## src/rtl/decode_in_fetch_pkg.sv

```systemverilog
// Shared types and constants for the decode-stage fetch/issue block.
package decode_in_fetch_pkg;

    localparam logic [15:0] RESET_PC_DEFAULT = 16'h3000;

    typedef struct packed {
        logic [15:0] instr;
        logic [15:0] npc;
    } fetch_entry_t;

endpackage

```

## src/rtl/fetch_issue_queue.sv

```systemverilog
// Two-entry shift FIFO of fetched instructions; entry 0 is always the head so
// the decode-facing outputs come straight from a register.
module fetch_issue_queue
    import decode_in_fetch_pkg::*;
(
    input  logic         clk_i,
    input  logic         rst_i,
    input  logic         flush_i,
    input  logic         push_i,
    input  fetch_entry_t push_entry_i,
    input  logic         pop_i,
    output logic [1:0]   count_o,
    output fetch_entry_t head_o
);

    fetch_entry_t head_q, head_d;
    fetch_entry_t tail_q, tail_d;
    logic [1:0]   count_q, count_d;

    always_comb begin
        head_d  = head_q;
        tail_d  = tail_q;
        count_d = count_q;
        if (flush_i) begin
            count_d = 2'd0;
        end else begin
            case ({push_i, pop_i})
                2'b10: begin
                    if (count_q == 2'd0) begin
                        head_d = push_entry_i;
                    end else begin
                        tail_d = push_entry_i;
                    end
                    count_d = count_q + 2'd1;
                end
                2'b01: begin
                    head_d  = tail_q;
                    count_d = count_q - 2'd1;
                end
                2'b11: begin
                    // Count is unchanged; the new word lands behind whatever remains.
                    if (count_q == 2'd1) begin
                        head_d = push_entry_i;
                    end else begin
                        head_d = tail_q;
                        tail_d = push_entry_i;
                    end
                end
                default: ;
            endcase
        end
    end

    always_ff @(posedge clk_i) begin
        if (rst_i) begin
            head_q  <= '0;
            tail_q  <= '0;
            count_q <= 2'd0;
        end else begin
            head_q  <= head_d;
            tail_q  <= tail_d;
            count_q <= count_d;
        end
    end

    assign count_o = count_q;
    assign head_o  = head_q;

endmodule

```

## src/rtl/decode_in_fetch_issue.sv

```systemverilog
// LC3 fetch/issue: owns the PC, issues single-cycle imem reads and feeds decode
// from a 2-entry queue, with back-pressure and branch redirect.
module decode_in_fetch_issue
    import decode_in_fetch_pkg::*;
#(
    parameter logic [15:0] RESET_PC = RESET_PC_DEFAULT,
    parameter int unsigned DEPTH    = 2
) (
    input  logic        clock,
    input  logic        reset,
    input  logic        stall,
    input  logic        br_taken,
    input  logic [15:0] taddr,
    output logic        imem_rd,
    output logic [15:0] imem_addr,
    input  logic [15:0] imem_dout,
    output logic [15:0] Instr_dout,
    output logic [15:0] npc_in,
    output logic        enable_decode
);

    logic [15:0]  pc_q, pc_d;
    logic         inflight_q;
    logic [15:0]  inflight_addr_q;
    logic [1:0]   count;
    logic         pop, push, issue;
    logic [2:0]   occupancy, limit;
    fetch_entry_t push_entry, head;

    always_comb begin
        pop              = (count != 2'd0) && !stall && !br_taken;
        push             = inflight_q && !br_taken;
        push_entry.instr = imem_dout;
        push_entry.npc   = inflight_addr_q + 16'd1;
        // Reserve a slot for every word in flight so a return can never overflow.
        occupancy        = {1'b0, count} + {2'b00, inflight_q};
        limit            = 3'(DEPTH) + {2'b00, pop};
        issue            = !reset && !br_taken && (occupancy < limit);
        pc_d             = pc_q;
        if (br_taken) begin
            pc_d = taddr;
        end else if (issue) begin
            pc_d = pc_q + 16'd1;
        end
    end

    always_ff @(posedge clock) begin
        if (reset) begin
            pc_q            <= RESET_PC;
            inflight_q      <= 1'b0;
            inflight_addr_q <= RESET_PC;
        end else begin
            pc_q       <= pc_d;
            inflight_q <= issue;
            if (issue) begin
                inflight_addr_q <= pc_q;
            end
        end
    end

    fetch_issue_queue u_queue (
        .clk_i        (clock),
        .rst_i        (reset),
        .flush_i      (br_taken),
        .push_i       (push),
        .push_entry_i (push_entry),
        .pop_i        (pop),
        .count_o      (count),
        .head_o       (head)
    );

    assign imem_rd       = issue;
    assign imem_addr     = pc_q;
    assign Instr_dout    = head.instr;
    assign npc_in        = head.npc;
    assign enable_decode = (count != 2'd0);

endmodule

```

## config.mk

```make
export PLATFORM = sky130hd
export DESIGN_NAME = decode_in_fetch_issue
export DESIGN_NICKNAME = d
export VERILOG_FILES = /design/src/rtl/decode_in_fetch_pkg.sv /design/src/rtl/fetch_issue_queue.sv /design/src/rtl/decode_in_fetch_issue.sv
export SDC_FILE = /design/constraint.sdc
export NUM_CORES = 1
export LEC_CHECK = 0
export CORE_ASPECT_RATIO = 0.8
export CORE_MARGIN = 10
export CORE_UTILIZATION = 56
export DETAILED_ROUTE_END_ITERATION = 10
export PLACE_DENSITY = 0.89
export RECOVER_POWER = 50
export SYNTH_ARGS = -nofsm -noshare
export SYNTH_HDL_FRONTEND = slang
export SYNTH_SLANG_ARGS = --single-unit
```

## constraint.sdc

```tcl
create_clock -name clock -period 5.25 [get_ports clock]
set_input_delay 1.05 -clock clock [delete_from_list [all_inputs] [get_ports clock]]
set_output_delay 1.05 -clock clock [all_outputs]
set_load 0.1 [all_outputs]
```

# Word level (Yosys, flattened, before mapping)
# Cells that the tools add are included.
# Widths: inputs -> output; s select.
[word_totals] register_bits=99 out_inout_bits=50 word_cells=49
[classes] addsub=6 order_cmp=1 n_eq_ne=7 mux=9 bitwise_logic=1 reduce_logical=17
[op_table] op="$mux 32" count=4
[op_table] op="$pmux 32 s3" count=1
[op_table] op="$pmux 32 s2" count=1
[op_table] op="$add 16x1->16 const B" count=2
[op_table] op="$mux 16" count=2
[op_table] op="$reduce_bool 2->1" count=4
[op_table] op="$logic_and 1x1->1" count=5
[op_table] op="$eq 2x1->1 const B" count=2
[op_table] op="$eq 2x2->1 const B" count=2
[op_table] op="$ne 2x2->1 const B" count=2
[op_table] op="$pmux 2 s2" count=1
[op_table] op="$reduce_and 4->1" count=1
[op_table] op="$add 2x1->3" count=1
[op_table] op="$add 2x1->3 const A" count=1
[op_table] op="$logic_not 1->1" count=3
[op_table] op="$lt 3x3->1" count=1
[op_table] op="$reduce_and 3->1" count=1
[op_table] op="$reduce_bool 3->1" count=1
[op_table] op="$add 2x1->2 const B" count=1
[op_table] op="$logic_not 2->1" count=1
[op_table] op="$ne 2x1->1 const B" count=1
[op_table] op="$reduce_or 2->1" count=1
[op_table] op="$sub 2x1->2 const B" count=1
[op_table] op="$not 1->1" count=1

# Depth between registers and ports, before layout
[depth] depth_word=8 mapped_depth=13

# Cells and area by module
# A second synthesis with hierarchy kept.
[hier_totals] hier_cells=599 hier_area_um2=5058.6
[by_module_without_submodules] module="fetch_issue_queue" n_inst=1 cells_per_inst=366 area_per_inst_um2=3155.5 seq_area_each_um2=1321.3
[by_module_without_submodules] module="decode_in_fetch_issue" n_inst=1 cells_per_inst=233 area_per_inst_um2=1903.1 seq_area_each_um2=660.6

# Worst setup path before layout
# OpenSTA, ideal clock, no wires.
[synth_timing] kind="input-to-reg" from="in br_taken" to="reg u_queue.head_q (netlist bit u_queue.head_o[17])" setup_time_ps=132 arrival_ps=3240 required_time_ps=5118 path_slack_ps=1878 cell_stages=13 cell_sequence="buf_2 inv_1 buf_2 buf_1 nand2_1 inv_1 ha_1 or3_1 a21o_1 clkbuf_1 clkbuf_1 a221oi_1 nor3_1"
[synth_between] elab_chain_len=5
[synth_lines] item="start: declaration" line="decode_in_fetch_issue.sv:12" rtl="input logic br_taken,"
[synth_lines] item="$logic_not 1->1" line="decode_in_fetch_issue.sv:31, decode_in_fetch_issue.sv:32"
[synth_lines] item="$logic_and 1x1->1 (on tied branches)" line="decode_in_fetch_issue.sv:31, decode_in_fetch_issue.sv:32"
[synth_lines] item="$eq 2x2->1 or $eq 2x1->1 (tied branches)" line="fetch_issue_queue.sv:27" rtl="case ({push_i, pop_i})"
[synth_lines] item="$ne 2x1->1 (no source line) or $reduce_bool 3->1 (tied branches)"
[synth_lines] item="$reduce_and 3->1 (no source line)"
[synth_lines] item="end signal: assignment" line="fetch_issue_queue.sv:56" rtl="head_q <= '0;"
[synth_lines] item="end signal: assignment" line="fetch_issue_queue.sv:60" rtl="head_q <= head_d;"
[synth_lines] item="end: declaration" line="fetch_issue_queue.sv:16" rtl="fetch_entry_t head_q, head_d;"
# Several ways; a longest one is shown, not always the timed one.
# A chain may end at the register's enable or synchronous reset.

# Final worst setup path
[layout_timing] from="in stall" to="reg u_queue.tail_q[2] in the netlist's numbering"
[layout_between] elab_chain_len=6
[layout_lines] item="start: declaration" line="decode_in_fetch_issue.sv:11" rtl="input logic stall,"
[layout_lines] item="$logic_not 1->1 (*)" line="decode_in_fetch_issue.sv:31" rtl="pop = (count != 2'd0) && !stall && !br_taken;"
[layout_lines] item="$logic_and 1x1->1 (*) (2 in series)" line="decode_in_fetch_issue.sv:31"
[layout_lines] item="$eq 2x2->1" line="fetch_issue_queue.sv:27"
[layout_lines] item="$ne 2x2->1 (no source line) or $reduce_bool 2->1 (tied branches)"
[layout_lines] item="$reduce_and 4->1 (no source line)"
[layout_lines] item="end signal: assignment" line="fetch_issue_queue.sv:61" rtl="tail_q <= tail_d;"
[layout_lines] item="end: declaration" line="fetch_issue_queue.sv:17" rtl="fetch_entry_t tail_q, tail_d;"
# Every way passes the cells marked *; elsewhere a longest branch is shown, timed or not.

==> impl_summary.md <==
STA
The total count of hold-check failures in the final report is 0. Across the routed clock network, the largest skew measured is 0.0125 ns. At the pin with the least slew margin, the transition time is 2.07 ns. Setup repair after global routing left no endpoint under its margin. The maximum clock rate is 229 MHz. Hold is met by 0.462 ns. The worst path in the final design needs a cycle of 4.36 ns, including I/O delays and setup. After routing, the total negative slack on setup checks comes to 0 ns. The total count of max-transition violations in the final report was 154.

The total of endpoints with negative setup slack in the final report is 0. Setup slack on the critical path of the routed design comes to 0.891 ns. The final clock period utilization by the worst path is 0.830. In this run the tightest slew margin relative to its limit is -0.381.

Synthesis
The net count after synthesis is 594. The netlist uses 56 different library cells. The number of flops mapped to enable cells by yosys is 0.

After technology mapping, the gate count stands at 548. The share of synthesized area occupied by flip-flops and latches is 0.424. The post-synthesis instance area is 0.00468 sq mm. The top cell type's share of synthesized area is 0.424. The largest area contributor in the synthesized netlist is sky130_fd_sc_hd__dfxtp_1. Ranked by total cell area, the synthesized netlist is headed by sky130_fd_sc_hd__dfxtp_1 (42%), sky130_fd_sc_hd__nor2_1 (6.4%), sky130_fd_sc_hd__a211oi_1 (4.8%), sky130_fd_sc_hd__mux2i_1 (4.1%), sky130_fd_sc_hd__nand2_1 (3.9%).

In this run, synthesis produced a sequential element count of 99. The fraction of registers with async set or reset after synthesis is 0. The post-synthesis average cell area is 8.54 sq um. The most used flip-flop cell after synthesis is sky130_fd_sc_hd__dfxtp_1. During synthesis, Yosys emitted a total of 0 warnings.

Layout
The count of antenna diodes in the layout is 0. The area of the multi-input gates is 0.00250 sq mm. The footprint of the flip-flops and latches is 0.00198 sq mm. The final layout net count is 660. The total non-filler cell area in the finished layout is 0.00573 sq mm. The number of filler instances in the final layout is 641. Of the cells placed in the final design, the portion with a size suffix greater than 1 is 0.0517. Relative to the synthesized area, the layout overhead comes to 22.4%.

Setup path
In this run the worst path has a maximum fanout of 45. At the worst endpoint, the arrival time is 4.60 ns. The worst setup path is launched from an input pin. The class of the most critical setup path is in -> reg. The worst path required time is 5.50 ns. The worst setup path is captured at a flop.

Job
The max-capacitance violation count is 2.

GRT
The number of antenna violations at the first check in global routing is 0. The wire length of the first global-routing pass is 20800 um. The pin count of the biggest net entering global routing is 108. For this run the aggregate overflow at the end of global routing stands at 0. The number of global-route vias before repair is 4232. The overall track demand over capacity in global routing is 0.201.

Detailed routing
The detailed-route DRC error count is 0. After detailed routing, the number of vias per cell comes to 5.99. The total via count in the routed design is 4352. The sum of routed wire length over all layers is 12700 um. After detailed routing, the average wire length per cell comes to 17.4 um. The number of iterations in the first detailed-routing pass is 5. The detail route stage leaves a number of antenna-violating nets equal to 0. The initial detailed-routing violation count is 364.

Placed design
The worst slack at placement is 1.28 ns. The weighted congestion reported at the end of routability-driven placement is 0.849. The post-DP HPWL is 8740 um. The number of buffers added on ports is 85.

Summing all placed instances gives a cell area of 0.00558 sq mm.

CTS
The clock tree root buffer cell is sky130_fd_sc_hd__clkbuf_8. The number of CTS-inserted buffers is 9. The maximum buffer depth of the clock tree is 2. Post-CTS repair changed the size of 0 cells. The number of sinks driven by the clock tree is 99. The clock edge transition at the registers on the reported setup and hold paths is 0.10 ns. For this design, the CTS-stage hold fixing added 0 buffers. The depth of the CTS H-tree is 3. For the worst-skew pair, the clock arrives at the later sink with an insertion delay of 0.38 ns. The count of buffers added by post-CTS timing repair for setup is 0.

TritonCTS built the clock tree.

Power and ir drop
The sequential cell fraction of total power is 0.498. Across the VDD grid, the largest voltage drop is 159 uV. The post-route total power is 1650 uW. The areal power density over the cells is 288 mW/mm^2. The switching fraction of total power is 0.353. Of the total power, the clock network draws 0.281. The internal portion of the total power is 1070 uW. Summed over all nets, the switching power comes to 582 uW.

The cell leakage power is 0.00211 uW. The logic gate share of total power is 0.221.

Floorplanning
The floorplan die area is 0.0124 sq mm. The floorplan has 29 rows. In this run the vertical extent of the chip is 102 um. In this run the horizontal extent of the chip is 122 um. The initial cell density of the core is 0.584. The boundary pin count is 86. The core footprint is 0.00802 sq mm.

Status
The run finished, with violations left. The final reports fail on capacitance limit, slew limit.

Worst hold path
In this run the worst hold path is classified as reg -> reg.
critical path, stage by stage:
cell and delay (ns):
sky130_fd_sc_hd__dlygate4sd3_1 0.65, sky130_fd_sc_hd__or3_1 0.37, sky130_fd_sc_hd__inv_1 0.11, sky130_fd_sc_hd__ha_1 0.29
sky130_fd_sc_hd__o2111a_1 0.23, sky130_fd_sc_hd__clkbuf_1 1.45, sky130_fd_sc_hd__nor2_1 0.13, sky130_fd_sc_hd__a211oi_1 0.31
power by group through the flow:
| stage | Combinational [uW] | Sequential (uW) | Clock, uW |
|---|---|---|---|
| finish | 365 | 823 | 463 |
| global placement | 364 | 838 | 0 |
| CTS | 372 | 822 | 466 |
| detailed placement | 371 | 839 | 0 |
| floorplan | 114 | 989 | 0 |
| global route | 384 | 828 | 500 |
kinds of logic after synthesis:
logic type | after synthesis | share of synthesized area
AND/OR/NAND/NOR | 228 | 0.235
AO/OA/AOI/OAI | 124 | 0.194
flip-flops | 99 | 0.424
buffers and inverters | 47 | 0.0409
XOR/XNOR | 21 | 0.0393
multiplexers | 19 | 0.0406
adder cells (fa/ha/maj) | 10 | 0.0267
synthesized netlist by cell type, types with 2 or more instances:
| library cell | instances |
|---|---|
| sky130_fd_sc_hd__a2111oi_0 | 2 |
| sky130_fd_sc_hd__a211o_1 | 3 |
| sky130_fd_sc_hd__a211oi_1 | 30 |
| sky130_fd_sc_hd__a21oi_1 | 30 |
| sky130_fd_sc_hd__a221oi_1 | 17 |
| sky130_fd_sc_hd__a2bb2oi_1 | 2 |
| sky130_fd_sc_hd__a311oi_1 | 5 |
| sky130_fd_sc_hd__a31oi_1 | 5 |
| sky130_fd_sc_hd__and2_1 | 7 |
| sky130_fd_sc_hd__and4_1 | 4 |
| sky130_fd_sc_hd__buf_1 | 5 |
| sky130_fd_sc_hd__buf_2 | 9 |
| sky130_fd_sc_hd__clkbuf_1 | 24 |
| sky130_fd_sc_hd__dfxtp_1 | 99 |
| sky130_fd_sc_hd__ha_1 | 10 |
| sky130_fd_sc_hd__inv_1 | 8 |
| sky130_fd_sc_hd__mux2i_1 | 19 |
| sky130_fd_sc_hd__nand2_1 | 48 |
| sky130_fd_sc_hd__nand3_1 | 16 |
| sky130_fd_sc_hd__nand3b_1 | 2 |
| sky130_fd_sc_hd__nand4_1 | 9 |
| sky130_fd_sc_hd__nand4bb_1 | 2 |
| sky130_fd_sc_hd__nor2_1 | 80 |
| sky130_fd_sc_hd__nor2b_1 | 3 |
| sky130_fd_sc_hd__nor3_1 | 31 |
| sky130_fd_sc_hd__nor3b_1 | 2 |
| sky130_fd_sc_hd__nor4_1 | 4 |
| sky130_fd_sc_hd__o211ai_1 | 2 |
| sky130_fd_sc_hd__o21a_1 | 3 |
| sky130_fd_sc_hd__o21ai_0 | 6 |
| sky130_fd_sc_hd__o21bai_1 | 6 |
| sky130_fd_sc_hd__o311a_1 | 2 |
| sky130_fd_sc_hd__or3_1 | 10 |
| sky130_fd_sc_hd__or4_1 | 2 |
| sky130_fd_sc_hd__xnor2_1 | 6 |
| sky130_fd_sc_hd__xor2_1 | 15 |
metal layers:
layer  part of all wire  global-route usage  routed length [um]
met1               0.41               0.239                5240
met2               0.51               0.349                6460
met3              0.064              0.0550                 816
met4              0.012              0.0561                 157
met5                  0                   0                   0
flip-flops by register name, summed over array words and instances (netlist names):
register         flops
u_queue.count_o      2
imem_addr           16
u_queue.head_o      32
inflight_addr_q     16
u_queue.tail_q      32
inflight_q           1
layout make-up:
class                           count  share of cell area
Timing Repair Buffer               94               0.158
Clock buffer                        9              0.0216
Multi-Input combinational cell    402               0.436
Tap cell                          108              0.0236
Clock inverter                      7              0.0100
Inverter                            8             0.00524
Sequential cell                    99               0.346
per-stage QoR:
step                utilization  instances
floorplan                     -        548
global placement          0.695        711
detailed placement        0.695        711
CTS                       0.718        727
global route              0.714        727
finish                    0.714        727
cell usage in the layout, fill, tap and decap left out, types with 9 or more instances in the layout:
cell	Yosys	final
sky130_fd_sc_hd__dfxtp_1	99	99
sky130_fd_sc_hd__nor2_1	80	80
sky130_fd_sc_hd__nand2_1	48	48
sky130_fd_sc_hd__clkdlybuf4s50_1	0	45
sky130_fd_sc_hd__dlygate4sd3_1	0	38
sky130_fd_sc_hd__nor3_1	31	31
sky130_fd_sc_hd__a211oi_1	30	30
sky130_fd_sc_hd__a21oi_1	30	30
sky130_fd_sc_hd__mux2i_1	19	19
sky130_fd_sc_hd__a221oi_1	17	17
sky130_fd_sc_hd__nand3_1	16	16
sky130_fd_sc_hd__xor2_1	15	15
sky130_fd_sc_hd__or3_1	10	10
sky130_fd_sc_hd__nand4_1	9	10
sky130_fd_sc_hd__ha_1	10	10
sky130_fd_sc_hd__clkbuf_8	0	9
final timing paths:
check                          start            endpoint  slack (ns)  cells past startpoint
setup reg to reg  u_queue.count_o[0]   u_queue.tail_q[2]        1.37                      9
hold reg to reg   u_queue.tail_q[17]  u_queue.tail_q[17]        0.46                      2
setup / recovery               stall   u_queue.tail_q[2]        0.89                      8
hold / removal    u_queue.tail_q[17]  u_queue.tail_q[17]        0.46                      2
No activity file was read; power rests on OpenSTA's default activity.
